### config.mk
export PLATFORM = sky130hd
export DESIGN_NAME = pipe_out_gen_flat
export DESIGN_NICKNAME = d
export VERILOG_FILES = /design/src/rtl/pipe_test_pkg.sv /design/src/rtl/pipe_out_gen_if.sv /design/src/rtl/pipe_out_pattern.sv /design/src/rtl/pipe_out_gen.sv /design/src/flat_wrapper.sv
export SDC_FILE = /design/constraint.sdc
export NUM_CORES = 1
export LEC_CHECK = 0
export ABC_CLOCK_PERIOD_IN_PS = 6710
export BUFFER_PORTS_ARGS = -buffer_cell sky130_fd_sc_hd__buf_4
export CELL_PAD_IN_SITES_DETAIL_PLACEMENT = 2
export CELL_PAD_IN_SITES_GLOBAL_PLACEMENT = 2
export CORE_MARGIN = 2
export CORE_UTILIZATION = 37
export CTS_BUF_LIST = sky130_fd_sc_hd__clkbuf_4
export DETAILED_ROUTE_END_ITERATION = 16
export PLACE_DENSITY = 0.95
export SLEW_MARGIN = 20
export SYNTH_ARGS = -nofsm -noshare
export SYNTH_HDL_FRONTEND = slang
export SYNTH_HIERARCHICAL = 1
export SYNTH_SLANG_ARGS = --single-unit
### constraint.sdc
create_clock -name clk -period 6.71 [get_ports clk]
set_input_delay 1.0065 -clock clk [delete_from_list [all_inputs] [get_ports clk]]
set_output_delay 1.0065 -clock clk [all_outputs]
set_load 0.1 [all_outputs]
### src/rtl/pipe_test_pkg.sv
// rtl/pipe_test_pkg.sv - shared encodings, constants and word-generation helpers for the pipe throughput test
package pipe_test_pkg;

  // Pattern mode encodings as driven on the pattern select input.
  typedef enum logic [1:0] {
    PAT_FIXED = 2'b00,
    PAT_COUNT = 2'b01,
    PAT_LFSR  = 2'b10,
    PAT_WALK  = 2'b11
  } pat_mode_e;

  // Feedback taps for the right-shifting Galois LFSR.
  localparam logic [31:0] LFSR_MASK = 32'hE000_0200;

  // First word of the counter and walking-one streams, and the LFSR
  // substitute seed when the programmed seed is zero (a zero LFSR locks up).
  localparam logic [31:0] PAT_SEED = 32'h0000_0001;

  // Virtual FIFO depth; the level register needs one extra bit to hold it.
  localparam int VFIFO_MAX = 65536;
  localparam int LEVEL_W   = 17;

  // Saturation point of the underrun counter.
  localparam logic [15:0] UNDERRUN_MAX = 16'hFFFF;

  // Word presented straight out of reset for a given mode.
  function automatic logic [31:0] pat_first_word(pat_mode_e mode, logic [31:0] fixed_word);
    logic [31:0] w;
    w = PAT_SEED;
    case (mode)
      PAT_FIXED: w = fixed_word;
      PAT_LFSR:  w = (fixed_word == 32'h0) ? PAT_SEED : fixed_word;
      default:   w = PAT_SEED;
    endcase
    return w;
  endfunction

  // Word that follows cur once cur has been consumed by a read.
  function automatic logic [31:0] pat_next_word(pat_mode_e mode, logic [31:0] cur,
                                                logic [31:0] fixed_word);
    logic [31:0] w;
    w = cur;
    case (mode)
      PAT_FIXED: w = fixed_word;
      PAT_COUNT: w = cur + 32'd1;
      PAT_LFSR:  w = {1'b0, cur[31:1]} ^ (cur[0] ? LFSR_MASK : 32'h0);
      PAT_WALK:  w = {cur[30:0], cur[31]};
      default:   w = cur;
    endcase
    return w;
  endfunction

endpackage

### src/rtl/pipe_out_gen_if.sv
// rtl/pipe_out_gen_if.sv - Pipe Out endpoint handshake: read strobe, data word and block-ready
interface pipe_out_gen_if;

  logic        pipe_out_read;
  logic [31:0] pipe_out_data;
  logic        pipe_out_ready;

  // Endpoint side: issues reads, observes data and block-ready.
  modport master (
    output pipe_out_read,
    input  pipe_out_data,
    input  pipe_out_ready
  );

  // Generator side: answers reads with data and paces block-ready.
  modport slave (
    input  pipe_out_read,
    output pipe_out_data,
    output pipe_out_ready
  );

endinterface

### src/rtl/pipe_out_pattern.sv
// rtl/pipe_out_pattern.sv - mode-latched 32-bit word generator advanced once per consumed word
module pipe_out_pattern
  import pipe_test_pkg::*;
(
  input  logic        clk,
  input  logic        reset,
  input  logic [1:0]  pattern_i,
  input  logic [31:0] fixed_pattern_i,
  input  logic        advance_i,
  output logic [31:0] data_o
);

  pat_mode_e   mode_q;
  pat_mode_e   mode_d;
  logic [31:0] data_q;
  logic [31:0] data_d;

  // Mode is only captured while reset is held; data steps to the next word per advance.
  always_comb begin
    mode_d = mode_q;
    data_d = data_q;
    if (reset) begin
      mode_d = pat_mode_e'(pattern_i);
      data_d = pat_first_word(pat_mode_e'(pattern_i), fixed_pattern_i);
    end else if (advance_i) begin
      data_d = pat_next_word(mode_q, data_q, fixed_pattern_i);
    end
  end

  // Mode and current-word registers.
  always_ff @(posedge clk) begin
    mode_q <= mode_d;
    data_q <= data_d;
  end

  assign data_o = data_q;

endmodule

### src/rtl/pipe_out_gen.sv
// rtl/pipe_out_gen.sv - Pipe Out pattern source with throttled virtual FIFO; PIPE_OUT_GEN_UNDERRUN_EN enables underrun counter
module pipe_out_gen
  import pipe_test_pkg::*;
#(
  parameter int BLOCK_WORDS = 256
)
(
  input  logic                 clk,
  input  logic                 reset,
  pipe_out_gen_if.slave        pipe_if,
  input  logic                 throttle_set_i,
  input  logic [31:0]          throttle_val_i,
  input  logic [31:0]          fixed_pattern_i,
  input  logic [1:0]           pattern_i,
  output logic [31:0]          word_count_o,
  output logic [15:0]          underrun_count_o
);

  localparam logic [LEVEL_W-1:0] READY_LEVEL = LEVEL_W'(BLOCK_WORDS);
  localparam logic [LEVEL_W-1:0] LEVEL_MAX   = LEVEL_W'(VFIFO_MAX);

  logic               rd;
  logic               fill;
  logic               drain;
  logic               level_empty;

  logic [LEVEL_W-1:0] level_q;
  logic [LEVEL_W-1:0] level_d;
  logic [31:0]        throttle_q;
  logic [31:0]        throttle_d;
  logic               ready_q;
  logic               ready_d;
  logic [31:0]        word_count_q;
  logic [31:0]        word_count_d;

  assign rd          = pipe_if.pipe_out_read;
  assign level_empty = (level_q == '0);

  // Virtual FIFO: a throttle bit adds a word, a read removes one; both cancel.
  always_comb begin
    fill    = throttle_q[0] && (level_q != LEVEL_MAX);
    drain   = rd && !level_empty;
    level_d = level_q;
    if (fill && !drain) begin
      level_d = level_q + LEVEL_W'(1);
    end else if (drain && !fill) begin
      level_d = level_q - LEVEL_W'(1);
    end
  end

  // Throttle rotates each cycle; a load replaces the rotation, so the fill
  // decision above still sees the old bit 0 in the load cycle.
  always_comb begin
    throttle_d = {throttle_q[0], throttle_q[31:1]};
    if (throttle_set_i) begin
      throttle_d = throttle_val_i;
    end
  end

  // Ready follows the registered level, and word_count counts every read, underruns included.
  always_comb begin
    ready_d      = (level_q >= READY_LEVEL);
    word_count_d = word_count_q;
    if (rd) begin
      word_count_d = word_count_q + 32'd1;
    end
  end

  // Level, throttle, ready and word-count registers.
  always_ff @(posedge clk) begin
    if (reset) begin
      level_q      <= '0;
      throttle_q   <= throttle_val_i;
      ready_q      <= 1'b0;
      word_count_q <= '0;
    end else begin
      level_q      <= level_d;
      throttle_q   <= throttle_d;
      ready_q      <= ready_d;
      word_count_q <= word_count_d;
    end
  end

`ifdef PIPE_OUT_GEN_UNDERRUN_EN
  logic [15:0] underrun_q;
  logic [15:0] underrun_d;

  // A read against an empty level is an underrun; the count sticks at its maximum.
  always_comb begin
    underrun_d = underrun_q;
    if (rd && level_empty && (underrun_q != UNDERRUN_MAX)) begin
      underrun_d = underrun_q + 16'd1;
    end
  end

  // Underrun counter register.
  always_ff @(posedge clk) begin
    if (reset) begin
      underrun_q <= '0;
    end else begin
      underrun_q <= underrun_d;
    end
  end

  assign underrun_count_o = underrun_q;
`else
  assign underrun_count_o = '0;
`endif

  // Every read consumes the presented word, even when the level is empty.
  pipe_out_pattern u_pattern (
    .clk             (clk),
    .reset           (reset),
    .pattern_i       (pattern_i),
    .fixed_pattern_i (fixed_pattern_i),
    .advance_i       (rd),
    .data_o          (pipe_if.pipe_out_data)
  );

  assign pipe_if.pipe_out_ready = ready_q;
  assign word_count_o           = word_count_q;

endmodule

### src/flat_wrapper.sv
// flat-port wrapper written by rule: the top's interface ports become plain ports
module pipe_out_gen_flat import pipe_test_pkg::*;
#(
  parameter int BLOCK_WORDS = 256
)
  (clk, reset, throttle_set_i, throttle_val_i, fixed_pattern_i, pattern_i, word_count_o, underrun_count_o, pipe_if_pipe_out_read, pipe_if_pipe_out_data, pipe_if_pipe_out_ready);
  pipe_out_gen_if pipe_if_i ();
  input  logic clk;
  input  logic reset;
  input  logic throttle_set_i;
  input  logic [31:0] throttle_val_i;
  input  logic [31:0] fixed_pattern_i;
  input  logic [1:0] pattern_i;
  output logic [31:0] word_count_o;
  output logic [15:0] underrun_count_o;
  input wire logic [$bits(pipe_if_i.pipe_out_read)-1:0] pipe_if_pipe_out_read;
  output wire logic [$bits(pipe_if_i.pipe_out_data)-1:0] pipe_if_pipe_out_data;
  output wire logic [$bits(pipe_if_i.pipe_out_ready)-1:0] pipe_if_pipe_out_ready;
  assign pipe_if_i.pipe_out_read = pipe_if_pipe_out_read;
  assign pipe_if_pipe_out_data = pipe_if_i.pipe_out_data;
  assign pipe_if_pipe_out_ready = pipe_if_i.pipe_out_ready;
  pipe_out_gen #(.BLOCK_WORDS(BLOCK_WORDS)) u_core (.clk(clk), .reset(reset), .pipe_if(pipe_if_i), .throttle_set_i(throttle_set_i), .throttle_val_i(throttle_val_i), .fixed_pattern_i(fixed_pattern_i), .pattern_i(pattern_i), .word_count_o(word_count_o), .underrun_count_o(underrun_count_o));
endmodule
# --- Word level (Yosys, flattened, before mapping) ---
# Cells that the tools add are included.
classes:
  eq_ne: 5
  magnitude_cmp: 1
  add_sub_neg: 4
  n_mux: 10
  bitwise_logic: 1
  n_reduce_logical: 13
ops:
  columns: ["op", "n"]
  rows:
  - ["$mux W32", 6]
  - ["$pmux W32 S4", 1]
  - ["$add A32 B1 Y32 const B", 2]
  - ["$pmux W32 S2", 1]
  - ["$mux W17", 2]
  - ["$logic_not A32 Y1", 1]
  - ["$xor A31 B32 Y32", 1]
  - ["$add A17 B1 Y17 const B", 1]
  - ["$ge A17 B9 Y1 const B", 1]
  - ["$logic_not A17 Y1", 1]
  - ["$ne A17 B17 Y1 const B", 1]
  - ["$sub A17 B1 Y17 const B", 1]
  - ["$eq A2 B2 Y1 const B", 3]
  - ["$logic_and A1 B1 Y1", 4]
  - ["$logic_not A2 Y1", 2]
  - ["$reduce_bool A2 Y1", 2]
  - ["$logic_not A1 Y1", 3]
  - ["$eq A2 B1 Y1 const B", 1]
word_totals:
  reg_bits: 116
  out_inout_bits: 81
  elab_cells: 40
  in_bits: 70

# --- Depth between registers and ports, before layout ---
# Gate-level depths: netlist (run 1).
logic_depth:
  depth_word: 6
  ltp_mapped: 13
  depth_no_buf: 13

# --- Modules after synthesis ---
# The synthesis (run 1) kept the hierarchy.
by_module_without_submodules:
  columns: ["mod", "seq_area_each_um2", "cells_each", "area_each_um2", "n_inst"]
  rows:
  - ["pipe_out_gen", 1641.6, 430, 4076.4, 1]
  - ["pipe_out_pattern", 1021.0, 384, 3105.5, 1]

# --- Least setup slack after synthesis (run 1) ---
# OpenSTA, ideal clock, no wires.
synth_timing:
  path_type: "register to register"
  from: "register u_core.level_q[12]"
  to: "register u_core.level_q[16]"
  arrival_ns: 3.273
  setup_time_ns: 0.121
  setup_slack_ns: 3.317
  required_ns: 6.589
  synth_period_minus_slack_ns: 3.393
  stages_incl_launch_ff: 14
  path_cell_list: "dfxtp_1 -> or4_1 -> nor2_1 -> nand3_1 -> o21a_1 -> ha_1 -> inv_1 -> ha_1 -> a21oi_2 -> o221ai_1 -> a31o_2 -> a21o_1 -> mux2i_1 -> mux2_2"
synth_between:
  elab_chain_len: 6
  word_cells_on_any_way: 14
  classes_between: "2 x add/sub; 1 x eq/ne; 2 x mux; 9 x reduce/logical"
synth_lines:
  columns: ["element", "line", "text"]
  rows:
  - ["start, declared", "pipe_out_gen.sv:27", "logic [LEVEL_W-1:0] level_q;"]
  - ["start signal, assigned", "pipe_out_gen.sv:77", "level_q <= level_d;"]
  - ["branches (longest 6 deep; another with $sub A17 B1 Y17)", null, null]
# Parallel ways; which one is timed is not known. The select of a mux whose other input is x is not followed.
# A chain may end at the register's enable or synchronous reset.

# --- Worst setup path after layout (run 1) ---
layout_timing:
  from: "register u_core.level_q[13]"
  to: "register u_core.level_q[16]"
# Same word-level chain as after synthesis.

==> results of run 1 <==
registers in the layout (all words and copies together) (netlist names):
name                           flops
u_core/u_pattern/mode_q            2
u_core/throttle_q                 32
u_core/level_q                    17
u_core/word_count_o               32
u_core/u_pattern/data_o           32
u_core/pipe_if.pipe_out_ready      1
layout make-up:
type	count	area (um^2)
clock buffers	17	128
repair buffers	142	1070
flip-flops and latches	116	2660
well taps	260	325
fillers	2087	10200
clock inverters	15	181
diodes	1	2.50
multi-input cells	623	4170
inverters	28	105
layout by cell type (no fill, tap or decap), types with 17 or more instances in the layout:
cell type,count
buf_4,142
dfxtp_1,82
nor2_1,74
nand2_1,68
a21oi_1,56
o21ai_0,44
mux2_2,36
edfxtp_1,34
xor2_1,33
inv_1,28
nand3_1,26
nor4_1,21
nand4_1,19
ha_1,19
xnor2_1,18
clkbuf_4,17
routing by layer:
layer / up-vias / GRT usage / part of all wire
li1: 3217 / - / -
met1: 3582 / 0.332 / 0.38
met2: 269 / 0.552 / 0.52
met3: 90 / 0.0586 / 0.048
met4: 0 / 0.166 / 0.050
met5: - / 0 / 0
through the flow:
| step | std cells | utilization |
|---|---|---|
| finish | 1202 | 0.457 |
| global route | 1202 | 0.457 |
| CTS | 1201 | 0.457 |
| detailed placement | 1169 | 0.441 |
| global placement | 1169 | 0.441 |
| floorplan | 829 | - |
power by group through the flow:
| stage | clock, mW | combinational (mW) | sequential (mW) |
|---|---|---|---|
| after global placement | 0 | 1.17 | 0.947 |
| final | 0.599 | 1.35 | 0.954 |
| after detailed placement | 0 | 1.27 | 0.960 |
| after CTS | 0.611 | 1.33 | 0.951 |
| after floorplan | 0 | 0.742 | 1.13 |
| after global routing | 0.643 | 1.43 | 0.967 |
critical path, cell delays in order, from the launching register on:
cell and delay [ps]:
dfxtp_1 380, or4_1 510, nor2_1 240, nand3_1 180, o21a_1 230, ha_1 250, inv_1 510, ha_1 430
a21o_1 280, a21oi_2 320, o221ai_1 190, a21o_1 210, mux2i_1 180, mux2_2 360
worst paths after layout:
check / start / slack (ps) / cells after the start / to
worst min-delay path: u_core/throttle_q[28] / 480 / 1 / u_core/throttle_q[27]
worst min register to register: u_core/throttle_q[28] / 480 / 1 / u_core/throttle_q[27]
worst max register to register: u_core/level_q[13] / 2350 / 13 / u_core/level_q[16]
worst max-delay path: u_core/level_q[13] / 2350 / 13 / u_core/level_q[16]
cells by family after synthesis:
| family | Yosys count | share of synthesized area |
|---|---|---|
| muxes | 49 | 0.0746 |
| buffers and inverters | 90 | 0.0580 |
| DFF | 116 | 0.371 |
| and+or+nand+nor | 283 | 0.211 |
| xor gates and xnor gates | 51 | 0.0622 |
| other | 1 | 0.000522 |
| adders and majority gates | 20 | 0.0359 |
| AOI/OAI and AO/OA | 204 | 0.187 |
==> reports/summary.txt, run 1 <==
Cts hold-fix bufs: 0
Max VDD drop: 238 uV
Biggest area consumer among synthesized cells: dfxtp_1
Logic pwr share: 0.465
Clock power share: 0.206
Residual DRC count: 0
Final WS setup: 2350 ps
Post-Syn Area: 7180 um^2
Final WL: 30.7 mm
Sequential-to-total area share from yosys stat: 0.371
Syn_area_per_cell: 8.82 um^2
Initial antenna violation count: 1
CP Data Arrival Time: 4830 ps
Crit path kind: flip-flop to flip-flop
Post-CTS Resized: 0
Dpl ws: 2500 ps
Max-slew violations: 0
Peak Freq: 0.229 GHz
Pwr dens: 336 nW/um^2
Share of cells above drive strength 1: 0.250
Slew margin rel.: 0.220
Layout Nets: 1018
Outcome: finished, final reports clean
Hold crit path type: flip-flop to flip-flop
Critical Path Start Type: flip-flop
Clock net sink count: 116
Worst skew pair latency: 570 ps
Final ANT Viol Nets: 0
CTS tree: built
WL per Instance: 25.5 um
Total power: 2.90 mW
Static leakage: 3.58 nW
RSZ-0062 raised after global routing: no
Starting Density: 0.380
Post-CTS Setup Inserts: 0
Synth cell types: 78
I/O Buffers: 134
Flops & latches, synth: 116
Commonest cells in the netlist: dfxtp_1 (82), nor2_1 (75), nand2_1 (68), a21oi_1 (56), o21ai_0 (44)
Sequential Power Share: 0.328
Switch share: 0.483
1st-iter DRT viols: 502
GRT Total Usage: 0.304
Global-route wire length before repair: 47.1 mm
Num ports: 151
GRT overflow: 0
Synth area leaders: dfxtp_1 (23%), edfxtp_1 (14%), mux2_2 (5.6%)
EDFF count, synth: 34
Hold Fails Final Rpt: 0
Vias: 7158
Hold_ws: 484 ps
Ys async rst share: 0
Crit. End Element: flip-flop
Core Footprint: 18900 um^2
DRT Pass-1 Iters: 5
Row cnt: 50
Post-layout instance area: 8640 um^2
Area Overhead vs Synth: 20.3%
Power Internal: 1.50 mW
RePlAce Congestion: 0.846
Die X: 143 um
Switching Power: 1.40 mW
H-tree depth: 4
Syn Inst Count: 814
Crit share post-route: 0.650
Vias per inst: 5.96
Number of synthesis warnings: 6
Synth top area share: 0.229
Top_reg_cell synth: dfxtp_1
Critical Path Fanout Max: 17
CTS Buf Count: 17
Final min period: 4360 ps
Die area: 20500 um^2
Die Ht: 143 um
CTS root buffer: clkbuf_4
Clock Skew: 37.7 ps
Placed cell areas: 8330 um^2
Setup TNS: 0 ps
Vias in the first global route: 8039
DP HPWL: 20.0 mm
Req. time, crit path: 7170 ps
Largest net degree at the start of global routing: 81
Register clock-pin slew on the reported worst setup and hold paths: 150 ps
Most numerous cell in the Yosys netlist: dfxtp_1
Max-cap viol count: 0
Final setup viols: 0
CTS Buffer Depth: 2
Worst-Margin Slew: 1170 ps
Note: power is estimated with default switching activity, not from simulation.
==> run 2, diff against run 1 <==
--- a/config.mk
+++ b/config.mk
@@ -5,15 +5,15 @@
 export SDC_FILE = /design/constraint.sdc
 export NUM_CORES = 1
 export LEC_CHECK = 0
-export ABC_CLOCK_PERIOD_IN_PS = 6710
+export ABC_CLOCK_PERIOD_IN_PS = 3680
 export BUFFER_PORTS_ARGS = -buffer_cell sky130_fd_sc_hd__buf_4
 export CELL_PAD_IN_SITES_DETAIL_PLACEMENT = 2
 export CELL_PAD_IN_SITES_GLOBAL_PLACEMENT = 2
 export CORE_MARGIN = 2
-export CORE_UTILIZATION = 37
+export CORE_UTILIZATION = 31
 export CTS_BUF_LIST = sky130_fd_sc_hd__clkbuf_4
 export DETAILED_ROUTE_END_ITERATION = 16
-export PLACE_DENSITY = 0.95
+export PLACE_DENSITY = 0.88
 export SLEW_MARGIN = 20
 export SYNTH_ARGS = -nofsm -noshare
 export SYNTH_HDL_FRONTEND = slang
==> constraint.sdc (replaced) <==
create_clock -name clk -period 3.68 [get_ports clk]
set_input_delay 0.552 -clock clk [delete_from_list [all_inputs] [get_ports clk]]
set_output_delay 0.552 -clock clk [all_outputs]
set_load 0.1 [all_outputs]
==> reports/summary.txt, run 2 (synthesis results as in run 1) <==
Worst skew pair latency: 550 ps (-20 ps)
Vias in the first global route: 7437 (-7.5%)
H-tree depth: 4 (unchanged)
Final min period: 3480 ps (-885 ps)
DP HPWL: 18.9 mm (-5.5%)
Setup slack, reg-to-reg: 200 ps (-2140 ps)
CTS Buffer Depth: 2 (unchanged)
Max-slew violations: 0 (unchanged)
Max-cap viol count: 0 (unchanged)
WL per Instance: 20.9 um (-18%)
Clock Skew: 22.3 ps (-15.5 ps)
Min-Delay Path Depth: 1 (unchanged)
Die area: 24400 um^2 (+19%)
Crit. End Element: flip-flop
I/O Buffers: 134 (unchanged)
Row cnt: 55 (+10%)
CP Data Arrival Time: 3910 ps (-920 ps)
GRT Total Usage: 0.214 (-0.0892)
Worst-Margin Slew: 952 ps (-215 ps)
RePlAce Congestion: 0.827 (-2.3%)
1st-iter DRT viols: 299 (-40%)
Final ANT Viol Nets: 0 (unchanged)
Vias: 6959 (-2.8%)
Outcome: finished, final reports clean
Residual DRC count: 0 (unchanged)
Crit path kind: flip-flop to flip-flop
Placed cell areas: 8490 um^2 (+1.8%)
CTS Buf Count: 17 (unchanged)
Req. time, crit path: 4120 ps (-3050 ps)
Antenna Cells: 0 (-1)
GRT overflow: 0 (unchanged)
RSZ-0062 raised after global routing: no
Slew margin rel.: 0.365 (+0.145)
Max VDD drop: 250 uV (+5.1%)
Final WL: 26.1 mm (-15%)
Hold Path End: u_core/u_pattern/mode_q[0]
Register clock-pin slew on the reported worst setup and hold paths: 120 ps (-30 ps)
Vias per inst: 5.59 (-6.1%)
Share of cells above drive strength 1: 0.270 (+0.0203)
CTS tree: built
CTS root buffer: clkbuf_4
Hold Crit Start: pattern_i[0]
Reg2reg start: u_core/level_q[12]
Final setup viols: 0 (unchanged)
Clock net sink count: 116 (unchanged)
Num ports: 151 (unchanged)
R2R depth: 14 (+1)
Reg-to-reg endpoint: u_core/level_q[16]
Commonest non-fill, non-tap cells in the layout: buf_4 (159), dfxtp_1 (82), nor2_1 (73)
Hold Fails Final Rpt: 0 (unchanged)
Dpl cells: 1211 (+3.6%)
Layout Nets: 1036 (+1.8%)
Dpl ws: 2.05 ps (-2490 ps)
Total power: 5.02 mW (+73%)
Die X: 156 um (+9.0%)
Commonest non-fill, non-tap cell in the layout: buf_4
Area Overhead vs Synth: 22.4%
Critical Path Start Type: flip-flop
Critical Path Fanout Max: 9 (-8)
Hold_ws: 215 ps (-269 ps)
Static leakage: 3.63 nW (+1.5%)
Crit share post-route: 0.945 (+0.295)
Core Footprint: 22700 um^2 (+20%)
Final WS setup: 202 ps (-2140 ps)
Largest net degree at the start of global routing: 46 (-43%)
DRT Pass-1 Iters: 4 (-1)
Hold crit path type: input port to flip-flop
Pwr dens: 571 nW/um^2 (+70%)
Setup TNS: 0 ps (unchanged)
Peak Freq: 0.288 GHz (+25%)
Post-layout instance area: 8790 um^2 (+1.7%)
Die Ht: 156 um (+9.0%)
Global-route wire length before repair: 41.1 mm (-13%)
Post-layout util: 0.387 (-0.0703)
Cts hold-fix bufs: 0 (unchanged)
Final Non-Filler Cells: 1244 (+3.5%)
Initial antenna violation count: 0 (-1)
Starting Density: 0.316 (-0.0639)
==> run 2: power by group <==
group / switching, mW / internal, mW / total (mW)
logic: 1.50 / 0.863 / 2.37
registers: 0.218 / 1.51 / 1.72
clock network: 0.586 / 0.340 / 0.926
total: 2.31 / 2.71 / 5.02
==> run 2: critical path: stages, from the launching register on <==
cell and delay [ps]:
dfxtp_1 350, or4_1 560, nor2_2 170, nand3_1 110, o21a_1 200, ha_2 200
inv_1 90, buf_6 160, ha_1 270, a21oi_2 220, a21boi_2 100, a31o_2 280
a21o_1 170, mux2i_1 160, mux2_2 340
==> run 2: timing repair <==
item                       CTS  global route
gates resized for setup      1            11
pin swaps                    0             2
setup endpoints to repair    1             9
setup buffers                0             1
==> run 2: worst max path at each step <==
stage	from	endpoint	slack [ps]	cells after the start
2_1_floorplan	u_core/level_q[12]	u_core/level_q[16]	290	13
3_3_place_gp	u_core/level_q[12]	u_core/level_q[16]	160	14
3_5_place_dp	u_core/level_q[12]	u_core/level_q[16]	2	14
4_1_cts	u_core/level_q[12]	u_core/level_q[7]	20	14
5_1_grt	u_core/level_q[12]	u_core/level_q[12]	6	15
6_report	u_core/level_q[12]	u_core/level_q[16]	200	14
==> run 2: layout make-up <==
type                       instances  area (um^2)
clock buffer                      17          128
clock inverter                    15          131
fill                            2559        13900
inverter                          28          105
multi-input combinational        623         4200
sequential                       116         2660
tap                              285          357
timing repair buffer             160         1200
==> run 2: layer usage <==
metal / global-route usage / routed length (um) / up-vias
met4: 0.0516 / 409 / 0
li1: - / - / 3258
met5: 0 / 0 / -
met3: 0.0532 / 1430 / 29
met1: 0.253 / 10900 / 3479
met2: 0.390 / 13300 / 193
==> run 3, diff against run 2 <==
--- a/config.mk
+++ b/config.mk
@@ -13,7 +13,7 @@
 export CORE_UTILIZATION = 31
 export CTS_BUF_LIST = sky130_fd_sc_hd__clkbuf_4
 export DETAILED_ROUTE_END_ITERATION = 16
-export PLACE_DENSITY = 0.88
+export PLACE_DENSITY = 0.76
 export SLEW_MARGIN = 20
 export SYNTH_ARGS = -nofsm -noshare
 export SYNTH_HDL_FRONTEND = slang
==> reports/summary.txt, run 3 (synthesis results as in run 1) <==
Cells along the critical path: or4_1, nor2_2, nand3_1, o21a_1, ha_1, inv_1, buf_4, ha_2, a21o_1, a21oi_4, o221ai_1, a21o_1, mux2i_1, mux2_2
Peak Freq: 0.286 GHz (-0.52%)
Slew margin rel.: 0.352 (-0.0138)
Max-slew violations: 0 (unchanged)
Starting Density: 0.316 (unchanged)
Critical Path Fanout Max: 8 (-1)
Pwr dens: 574 nW/um^2 (+0.68%)
Layout Nets: 1037 (+0.097%)
Fillers: 2547 (-0.47%)
Share of cells above drive strength 1: 0.271 (+0.000760)
Hold crit path type: input port to flip-flop
GRT overflow: 0 (unchanged)
1st-iter DRT viols: 250 (-16%)
H-tree depth: 4 (unchanged)
CP Data Arrival Time: 3950 ps (+40 ps)
Clock net sink count: 116 (unchanged)
Crit path kind: flip-flop to flip-flop
Vias: 6830 (-1.9%)
Die Ht: 156 um (unchanged)
Commonest non-fill, non-tap cell in the layout: buf_4
RSZ-0062 raised after global routing: no
Residual DRC count: 0 (unchanged)
DRT Pass-1 Iters: 4 (unchanged)
Most used cell, CP: a21o_1
Crit share post-route: 0.950 (+0.00494)
Global-route wire length before repair: 40.1 mm (-2.4%)
Die area: 24400 um^2 (unchanged)
Req. time, crit path: 4140 ps (+20 ps)
Buf/Inv on CP: 2 (unchanged)
Critical Path Start Type: flip-flop
GRT Total Usage: 0.210 (-0.00440)
Final Non-Filler Cells: 1247 (+0.24%)
CTS tree: built
Num ports: 151 (unchanged)
Max VDD drop: 299 uV (+20%)
Setup TNS: 0 ps (unchanged)
Multi-input gate area: 4210 um^2 (about the same)
Initial antenna violation count: 1 (+1)
Largest net degree at the start of global routing: 55 (+20%)
Crit. End Element: flip-flop
Vias per inst: 5.48 (-2.1%)
Core Footprint: 22700 um^2 (unchanged)
I/O Buffers: 134 (unchanged)
WL per Instance: 20.3 um (-2.9%)
Row cnt: 55 (unchanged)
Commonest non-fill, non-tap cells in the layout: buf_4 (160), dfxtp_1 (82), nor2_1 (73)
Clock Skew: 24.3 ps (+2.06 ps)
CTS Buf Count: 17 (unchanged)
RePlAce Congestion: 0.796 (-3.7%)
CTS root buffer: clkbuf_4
Static leakage: 3.65 nW (+0.60%)
Worst skew pair latency: 560 ps (about the same)
Slowest Stage Delay on Critical Path: 540 ps (-20 ps)
Max-cap viol count: 0 (unchanged)
DP HPWL: 18.4 mm (-3.0%)
CTS Buffer Depth: 2 (unchanged)
Outcome: finished, final reports clean
Die X: 156 um (unchanged)
Final setup viols: 0 (unchanged)
Delay-heaviest family, CP: compound AO/OA/AOI/OAI gates
Dpl cells: 1209 (-0.17%)
Critical path's slowest cell: or4_1
Worst-Margin Slew: 973 ps (+20.6 ps)
Area Overhead vs Synth: 23.0%
Final ANT Viol Nets: 0 (unchanged)
Register clock-pin slew on the reported worst setup and hold paths: 150 ps (+30 ps)
Vias in the first global route: 7168 (-3.6%)
Final WL: 25.4 mm (-2.7%)
FF+latch area: 2660 um^2 (unchanged)
Final min period: 3500 ps (+18.2 ps)
Hold Fails Final Rpt: 0 (unchanged)
## run 3: stage by stage
| stage | utilization | hold slack (ps) | power [mW] | setup slack (ps) | instance area [um^2] |
|---|---|---|---|---|---|
| 4_1_cts | 0.386 | 130 | 5.04 | 9.55 | 8760 |
| 3_5_place_dp | 0.373 | 443 | 4.02 | 22.7 | 8480 |
| 3_3_place_gp | 0.373 | 438 | 3.96 | 157 | 8480 |
| 5_1_grt | 0.389 | 130 | 5.42 | 9.28 | 8830 |
| 2_1_floorplan | - | 433 | 3.41 | 287 | 7240 |
| 6_report | 0.389 | 173 | 5.07 | 184 | 8830 |
## run 3: report_power, final
part / switching (mW) / total (mW) / internal, mW
logic: 1.50 / 2.38 / 0.880
registers: 0.213 / 1.72 / 1.51
clock network: 0.662 / 0.976 / 0.314
## run 3: area by class of cell
cell class | instances | share of cell area
Tap cell | 285 | 0.0404
Multi-Input combinational cell | 623 | 0.476
Clock buffer | 17 | 0.0144
Antenna cell | 2 | 0.000567
Clock inverter | 15 | 0.0176
Sequential cell | 116 | 0.301
Inverter | 28 | 0.0119
Timing Repair Buffer | 161 | 0.137
## run 3: repair_timing
item	CTS	global route
setup endpoints to repair	1	9
pin swaps	0	5
setup buffers	0	4
hold buffers	0	0
gates resized for setup	1	8
gates cloned	0	0
## run 3: final timing paths
kind              cells past startpoint                  start  slack (ps)                    endpoint
setup / recovery                     14      u_core/level_q[8]         180          u_core/level_q[16]
setup reg to reg                     14      u_core/level_q[8]         180          u_core/level_q[16]
hold reg to reg                       1  u_core/throttle_q[23]         470       u_core/throttle_q[22]
hold / removal                        1           pattern_i[0]         170  u_core/u_pattern/mode_q[0]
## run 3: layer usage
metal | global-route usage | up-vias | share of wire
li1 | - | 3261 | -
met1 | 0.249 | 3420 | 0.43
met2 | 0.386 | 131 | 0.51
met3 | 0.0468 | 18 | 0.047
met4 | 0.0476 | 0 | 0.010
met5 | 0 | - | 0
